===== config.mk =====
export PLATFORM = sky130hd
export DESIGN_NAME = vga_text_render
export DESIGN_NICKNAME = d
export VERILOG_FILES = /design/src/rtl/vga_text_pkg.sv /design/src/rtl/vga_delay_line.sv /design/src/rtl/vga_text_render.sv
export SDC_FILE = /design/constraint.sdc
export NUM_CORES = 1
export LEC_CHECK = 0
export BUFFER_PORTS_ARGS = -buffer_cell sky130_fd_sc_hd__buf_4
export CAP_MARGIN = 0
export CORE_ASPECT_RATIO = 0.5
export CORE_MARGIN = 2
export CORE_UTILIZATION = 50
export CTS_BUF_LIST = sky130_fd_sc_hd__clkbuf_2 sky130_fd_sc_hd__clkbuf_4 sky130_fd_sc_hd__clkbuf_8
export CTS_CLUSTER_SIZE = 16
export DETAILED_ROUTE_END_ITERATION = 10
export GPL_ROUTABILITY_DRIVEN = 0
export PLACE_DENSITY = 0.81
export SETUP_SLACK_MARGIN = 0.2
export SYNTH_ARGS = -nofsm -noshare
export SYNTH_HDL_FRONTEND = slang
export SYNTH_HIERARCHICAL = 1
export SYNTH_SLANG_ARGS = --single-unit

===== constraint.sdc =====
create_clock -name clk_pixel -period 2.1 [get_ports clk_pixel]
set_clock_uncertainty 0.15 [all_clocks]
set_input_delay 0.105 -clock clk_pixel [delete_from_list [all_inputs] [get_ports clk_pixel]]
set_output_delay 0.105 -clock clk_pixel [all_outputs]
set_load 0.05 [all_outputs]

===== src/rtl/vga_text_pkg.sv =====
// -----------------------------------------------------------------------------
// vga_text_pkg
// Shared types and constants for the text-mode renderer.
//   CELL_W / CELL_H   : character cell geometry in pixels (8x16)
//   text_word_t       : text RAM word {bg, fg, ch}
//   rgb12_t           : 4:4:4 pixel colour
//   PALETTE           : 16-entry CGA colour table indexed by a 4-bit attribute
// -----------------------------------------------------------------------------
package vga_text_pkg;

    localparam int CELL_W      = 8;
    localparam int CELL_H      = 16;
    localparam int CELL_W_LOG2 = $clog2(CELL_W);
    localparam int CELL_H_LOG2 = $clog2(CELL_H);

    typedef struct packed {
        logic [3:0] bg;
        logic [3:0] fg;
        logic [7:0] ch;
    } text_word_t;

    typedef struct packed {
        logic [3:0] r;
        logic [3:0] g;
        logic [3:0] b;
    } rgb12_t;

    // Standard CGA palette; entry 6 is the brown variant (A50), not dark yellow.
    localparam rgb12_t PALETTE [16] = '{
        12'h000, 12'h00A, 12'h0A0, 12'h0AA,
        12'hA00, 12'hA0A, 12'hA50, 12'hAAA,
        12'h555, 12'h55F, 12'h5F5, 12'h5FF,
        12'hF55, 12'hF5F, 12'hFF5, 12'hFFF
    };

    function automatic rgb12_t palette_lookup(input logic [3:0] idx);
        return PALETTE[idx];
    endfunction

endpackage


===== src/rtl/vga_delay_line.sv =====
// -----------------------------------------------------------------------------
// vga_delay_line
// Fixed-depth shift register used to keep syncs/enable aligned with the
// rendered colour. Every stage resets to RST_VAL so that sync outputs sit at
// their inactive level during and right after reset.
//   clk_pixel : pixel clock
//   rst_n     : asynchronous active-low reset
//   d         : WIDTH-bit input sample
//   q         : d delayed by DEPTH cycles
// -----------------------------------------------------------------------------
module vga_delay_line #(
    parameter int               WIDTH   = 1,
    parameter int               DEPTH   = 1,
    parameter logic [WIDTH-1:0] RST_VAL = '0
) (
    input  logic             clk_pixel,
    input  logic             rst_n,
    input  logic [WIDTH-1:0] d,
    output logic [WIDTH-1:0] q
);

    logic [DEPTH-1:0][WIDTH-1:0] stage;

    always_ff @(posedge clk_pixel or negedge rst_n) begin
        if (!rst_n) begin
            stage <= {DEPTH{RST_VAL}};
        end else begin
            stage[0] <= d;
            for (int i = 1; i < DEPTH; i++) begin
                stage[i] <= stage[i-1];
            end
        end
    end

    assign q = stage[DEPTH-1];

endmodule


===== src/rtl/vga_text_render.sv =====
// -----------------------------------------------------------------------------
// vga_text_render
// Text-mode pixel renderer placed after the VGA timing generator. Each active
// pixel is mapped to an 8x16 cell, the character/attribute word is read from
// text RAM, the glyph row from font ROM, a blinking underline cursor is
// overlaid and the result is coloured through a 16-entry palette.
//
// Pipeline (pixel presented in cycle N appears on out_* after the edge that
// ends cycle N+3, i.e. 4 registers):
//   S0 (N)   : cell decode, text_addr registered
//   S1 (N+1) : text_data valid, font_addr registered
//   S2 (N+2) : font_data valid, palette index registered
//   S3 (N+3) : colour registered
//
// Ports:
//   clk_pixel, rst_n                 : pixel clock, async active-low reset
//   in_hsync, in_vsync, in_de        : timing generator syncs / data enable
//   in_frame                         : frame-start pulse (advances cursor blink)
//   screen_x, screen_y               : signed pixel coordinate, negative = blank
//   text_addr / text_data            : text RAM port, data valid the cycle after
//                                      the address is computed
//   font_addr / font_data            : font ROM port, same timing
//   cursor_en, cursor_col, cursor_row: underline cursor control
//   out_hsync, out_vsync, out_de     : delayed syncs / enable
//   out_r, out_g, out_b              : 4:4:4 colour
// -----------------------------------------------------------------------------
module vga_text_render
    import vga_text_pkg::*;
#(
    parameter int COORD_WIDTH = 16,
    parameter int COLS        = 80,
    parameter int ROWS        = 30,
    parameter bit H_POL       = 1'b0,
    parameter bit V_POL       = 1'b0,
    parameter int BLINK_LOG2  = 5
) (
    input  logic                          clk_pixel,
    input  logic                          rst_n,
    input  logic                          in_hsync,
    input  logic                          in_vsync,
    input  logic                          in_de,
    input  logic                          in_frame,
    input  logic signed [COORD_WIDTH-1:0] screen_x,
    input  logic signed [COORD_WIDTH-1:0] screen_y,
    output logic [11:0]                   text_addr,
    input  logic [15:0]                   text_data,
    output logic [11:0]                   font_addr,
    input  logic [7:0]                    font_data,
    input  logic                          cursor_en,
    input  logic [6:0]                    cursor_col,
    input  logic [4:0]                    cursor_row,
    output logic                          out_hsync,
    output logic                          out_vsync,
    output logic                          out_de,
    output logic [3:0]                    out_r,
    output logic [3:0]                    out_g,
    output logic [3:0]                    out_b
);

    localparam int STAGES = 4;

    // ---------------- blink counter ----------------
    logic [BLINK_LOG2:0] blink_cnt;
    logic                blink_on;

    // Counts every in_frame cycle regardless of in_de; the new value is seen
    // by the pixel after the pulse, so a frame never tears mid-way.
    always_ff @(posedge clk_pixel or negedge rst_n) begin
        if (!rst_n) blink_cnt <= '0;
        else if (in_frame) blink_cnt <= blink_cnt + 1'b1;
    end

    assign blink_on = ~blink_cnt[BLINK_LOG2];

    // ---------------- S0: cell decode ----------------
    logic signed [COORD_WIDTH-1:0] col_s, row_s;
    logic [2:0]                    px_c;
    logic [3:0]                    gy_c;
    logic                          in_cell;
    logic                          cursor_hit_c;
    logic [11:0]                   addr_c;

    assign col_s = screen_x >>> CELL_W_LOG2;
    assign row_s = screen_y >>> CELL_H_LOG2;
    assign px_c  = screen_x[2:0];
    assign gy_c  = screen_y[3:0];

    // Sign bits are checked explicitly, so the range compare can be unsigned.
    assign in_cell = in_de
                   & ~col_s[COORD_WIDTH-1] & ~row_s[COORD_WIDTH-1]
                   & ($unsigned(col_s) < COORD_WIDTH'(COLS))
                   & ($unsigned(row_s) < COORD_WIDTH'(ROWS));

    assign addr_c = in_cell ? 12'(12'(row_s) * 12'(COLS) + 12'(col_s)) : 12'd0;

    // in_cell guarantees col/row fit the narrow cursor compare widths.
    // The underline covers the two bottom glyph rows.
    assign cursor_hit_c = cursor_en & in_cell
                        & (col_s[6:0] == cursor_col)
                        & (row_s[4:0] == cursor_row)
                        & (gy_c >= 4'd14)
                        & blink_on;

    // Per-stage cell-valid bits; stage k holds the pixel's in_cell after k edges.
    logic [STAGES-1:1] vld_pipe;
    logic [2:0]        px1, px2;
    logic [3:0]        gy1;
    logic              cur1, cur2;
    logic [3:0]        fg2, bg2, idx3;
    rgb12_t            rgb_q;
    text_word_t        tw;

    assign tw = text_word_t'(text_data);

    always_ff @(posedge clk_pixel or negedge rst_n) begin
        if (!rst_n) begin
            vld_pipe  <= '0;
            text_addr <= '0;
            px1       <= '0;
            gy1       <= '0;
            cur1      <= 1'b0;
            font_addr <= '0;
            px2       <= '0;
            cur2      <= 1'b0;
            fg2       <= '0;
            bg2       <= '0;
            idx3      <= '0;
            rgb_q     <= '0;
        end else begin
            // S0 -> S1
            vld_pipe[1] <= in_cell;
            text_addr   <= addr_c;
            px1         <= px_c;
            gy1         <= gy_c;
            cur1        <= cursor_hit_c;
            // S1 -> S2: text word returned
            vld_pipe[2] <= vld_pipe[1];
            font_addr   <= {tw.ch, gy1};
            px2         <= px1;
            cur2        <= cur1;
            fg2         <= tw.fg;
            bg2         <= tw.bg;
            // S2 -> S3: glyph returned; bit 7 is leftmost, so index with ~px (7-px)
            vld_pipe[3] <= vld_pipe[2];
            idx3        <= (font_data[~px2] | cur2) ? fg2 : bg2;
            // S3 -> out
            rgb_q       <= vld_pipe[3] ? palette_lookup(idx3) : rgb12_t'(12'h000);
        end
    end

    assign out_r = rgb_q.r;
    assign out_g = rgb_q.g;
    assign out_b = rgb_q.b;

    // ---------------- sync / enable alignment ----------------
    vga_delay_line #(
        .WIDTH   (3),
        .DEPTH   (STAGES),
        .RST_VAL ({~V_POL, ~H_POL, 1'b0})
    ) u_sync_dly (
        .clk_pixel (clk_pixel),
        .rst_n     (rst_n),
        .d         ({in_vsync, in_hsync, in_de}),
        .q         ({out_vsync, out_hsync, out_de})
    );

endmodule


==> metrics.csv <==
metric,value,unit
outcome,"complete, no violations",
Bufs on Longest Clock Path,2,
Nets,475,
Hold Path Depth,3,
CP Data Arrival Time,2140,ps
layout cells sized above 1,47.15,%
post-synthesis mux area share,3.423,%
Layout area overhead,60.14,%
Reg2Reg Setup Slack,160,ps
R2R cell count,5,
Clock power frac,32.5,%
die extent in y,58.41,um
Net Sw Power,1006,uW
clk slew on worst S/H paths,80,ps
simple-gate portion of the synthesized area,8.242,%
Final Hold Viols,0,
area of the die,6590,um^2
vias per inst,5.081,
Worst Setup Path Type,input port to flop,
Max Slew Vio Count,0,
antenna cells,0,
Synth Area in Adders,8.538,%
FP Rows,19,
combinational power share,23.7,%
RSZ-0062 raised after global routing,true,
clock root cell,clkbuf_8,
Pwr Density,779.7,nW/um^2
min Tclk post-route,2065,ps
largest net degree at the start of global routing,75,
I/O Pins,114,
Max VDD drop,502.1,uV
Synth Cell Area,2960,um^2
"most used cell, CP",ha_4,
Tcrit/Tclk final,98.34,%
crit-path cells,buf_6 > ha_4 > ha_4 > inv_2 > fa_2 > inv_2 > ha_4 > buf_4 > o21bai_4 > a21oi_2 > xor2_1 > nor2_1,
Leakage Power,0.002285,uW
worst min path class,input port to flop,
Yosys cell types,34,
Max Freq,484.2,MHz
vias in the first global route,2511,
Die Span X,112.8,um
CTS tree,done,
crit-path max cell delay,510,ps
Worst setup EP type,flop,
Synth Area in XOR/XNOR,7.396,%
clock latency on the worst-skew pair,340,ps
initial antenna violation count,0,
Port Buffers,113,
Total Routing Usage GR,25.92,%
Core Region,5587,um^2
Seq cells post-synth,74,
First DRT Iteration DRCs,114,
Crit Path Max Fanout,3,
Routed WL,8249,um
H-tree Lvls,3,
post-DP HPWL,4628,um
Avg Inst Size Synth,14.16,um^2
Synth Area in Compound Gates,6.044,%
total gr overflow,0,
startpoint types,input port,
largest family of logic cells by synthesized area,adder cells,
WHS Endpoint,text_addr[5],
Synth Net Count,303,
wire per inst,17.97,um
"Seq/Total Area, Yosys",62.89,%
Vias,2332,
drt drc,0,
# clock sinks,74,
final setup fails,0,
max_cap viols,0,
Initial Util,52.99,%
worst path required time,2180,ps
Syn Inst Count,209,
Crit-path slowest cell,fa_2,
reg2reg end,idx3[2],
Flop pwr share,43.8,%
hold path startpoint,screen_x[8],
# fillers,254,
Int Power,2690,uW
Synth Warn #,6,
final core utilization,84.86,%
Crit. Startpoint,screen_y[7],
Net Sw Frac,27.23,%
Least-Margin Pin Slew,884.8,ps
DRT Pass-1 Iters,4,
ANT nets after route,0,
setup TNS,0,ps
relative slew slack,41.02,%
r2r startpoint,px2[0],
TritonCTS buffer count,9,
first-pass GRT wire length,12550,um
==> power groups by stage <==
stage	Combinational [uW]	Sequential (uW)	Clock [uW]
after floorplan	343	1660	0
after global placement	625	1630	0
after detailed placement	658	1640	0
after CTS	791	1610	1230
after global routing	928	1630	1290
final	875	1620	1200
==> critical path: cells and delay by family <==
kind | cells | cell delay [ps]
adder cells (fa/ha/maj) | 4 | 1070
AO/OA/AOI/OAI | 2 | 350
buffers and inverters | 4 | 320
XOR/XNOR | 1 | 200
AND/OR/NAND/NOR | 1 | 80
==> registers in the layout (all words and copies together) (netlist names), 3 cells and up <==
name              cells
text_addr            12
px1                   3
blink_cnt             6
idx3                  4
px2                   3
gy1                   4
u_sync_dly/stage      9
fg2                   4
font_addr            12
u_sync_dly/q          3
bg2                   4
vld_pipe              3
==> area by class of cell <==
| cell class | count | area, um^2 | area share [%] |
|---|---|---|---|
| multi-input combinational | 118 | 1134 | 23.91 |
| tap | 73 | 91.34 | 1.927 |
| sequential | 74 | 1862 | 39.27 |
| clock inverter | 6 | 90.09 | 1.900 |
| timing repair buffer | 172 | 1410 | 29.74 |
| clock buffer | 10 | 131.4 | 2.771 |
| inverter | 6 | 22.52 | 0.4751 |
==> cells by family (layout without fill, tap and decap cells) <==
kind of cell / Yosys count / in the layout
compound gates: 25 / 25
xor+xnor: 25 / 25
fa+ha+maj: 19 / 19
buf+inv: 17 / 194
flops: 74 / 74
mux: 7 / 7
simple gates: 42 / 42
==> how the worst max path moves through the flow <==
stage / to / slack [ps] / cells after the start
after floorplan: text_addr[11] / -90 / 11
after global placement: text_addr[11] / -260 / 12
after detailed placement: text_addr[11] / -310 / 12
after CTS: text_addr[11] / 140 / 12
after global routing: text_addr[10] / -9 / 9
final: text_addr[10] / 30 / 12
==> metrics by stage <==
stage	cells	hold WS (ps)	setup slack, ps	cell area, um^2	total power (uW)
2_1_floorplan	209	-340.6	-88.39	3000	2006
3_3_place_gp	396	64.39	-256.0	3950	2253
3_5_place_dp	396	65.42	-310.5	3950	2295
4_1_cts	460	3.548	137.9	4722	3633
5_1_grt	459	28.97	-9.003	4741	3848
6_report	459	21.97	34.90	4741	3696
==> cell usage in the layout, fill, tap and decap left out, drive strengths merged, types with 6 or more instances in the layout <==
cell type / synthesis / layout
clkbuf: 0 / 10
buf: 11 / 129
ha: 17 / 17
dlygate4sd3: 0 / 43
and2: 9 / 9
nor2: 7 / 7
o21ai: 6 / 6
inv: 6 / 7
dfstp: 8 / 8
nand4: 8 / 8
xnor2: 21 / 21
dfrtp: 66 / 66
==> synth_stat cells <==
| cell | n | area (um^2) |
|---|---|---|
| nor2_1 | 7 | 26.28 |
| or3_1 | 2 | 12.51 |
| a211oi_4 | 1 | 20.02 |
| nor3b_1 | 1 | 7.510 |
| o21a_1 | 2 | 15.01 |
| fa_1 | 2 | 40.04 |
| nand2b_1 | 1 | 6.260 |
| buf_4 | 10 | 75.07 |
| nor2b_1 | 1 | 6.260 |
| nor3_1 | 3 | 15.01 |
| xor2_1 | 4 | 35.03 |
| nand3_1 | 1 | 5.000 |
| o21bai_1 | 2 | 15.01 |
| a21oi_1 | 4 | 20.02 |
| o21ai_0 | 6 | 30.03 |
| nor4_1 | 3 | 18.77 |
| dfstp_2 | 8 | 210.2 |
| xnor2_1 | 21 | 183.9 |
| a31o_2 | 1 | 8.760 |
| or2_2 | 1 | 6.260 |
| inv_1 | 6 | 22.52 |
| mux2_2 | 5 | 56.30 |
| nand2_1 | 3 | 11.26 |
| buf_2 | 1 | 5.000 |
| nor4b_1 | 1 | 8.760 |
| nor2b_4 | 1 | 13.76 |
| mux4_2 | 2 | 45.04 |
| a211oi_1 | 4 | 30.03 |
| ha_1 | 17 | 212.7 |
| and2_1 | 9 | 56.30 |
| nand4_1 | 8 | 50.05 |
| a21o_1 | 4 | 30.03 |
| dfrtp_1 | 66 | 1652 |
| o311a_1 | 1 | 10.01 |
==> routing by layer <==
layer	GRT usage [%]	part of all wire [%]	vias to the layer above
li1	-	-	1053
met1	27.62	36	1151
met2	50.98	56	114
met3	7.415	6.4	14
met4	8.014	1.5	0
met5	0	0	-
==> what timing repair did <==
action | in CTS | in global routing
resized for setup | 16 | 6
setup buffers | 4 | 0
pin swaps | 12 | 7
cloned | 0 | 0
endpoints found under the setup margin | 6 | 8
hold buffers | 44 | 0
hold endpoints to repair | 103 | 0
(Power assumes the default switching activity.)
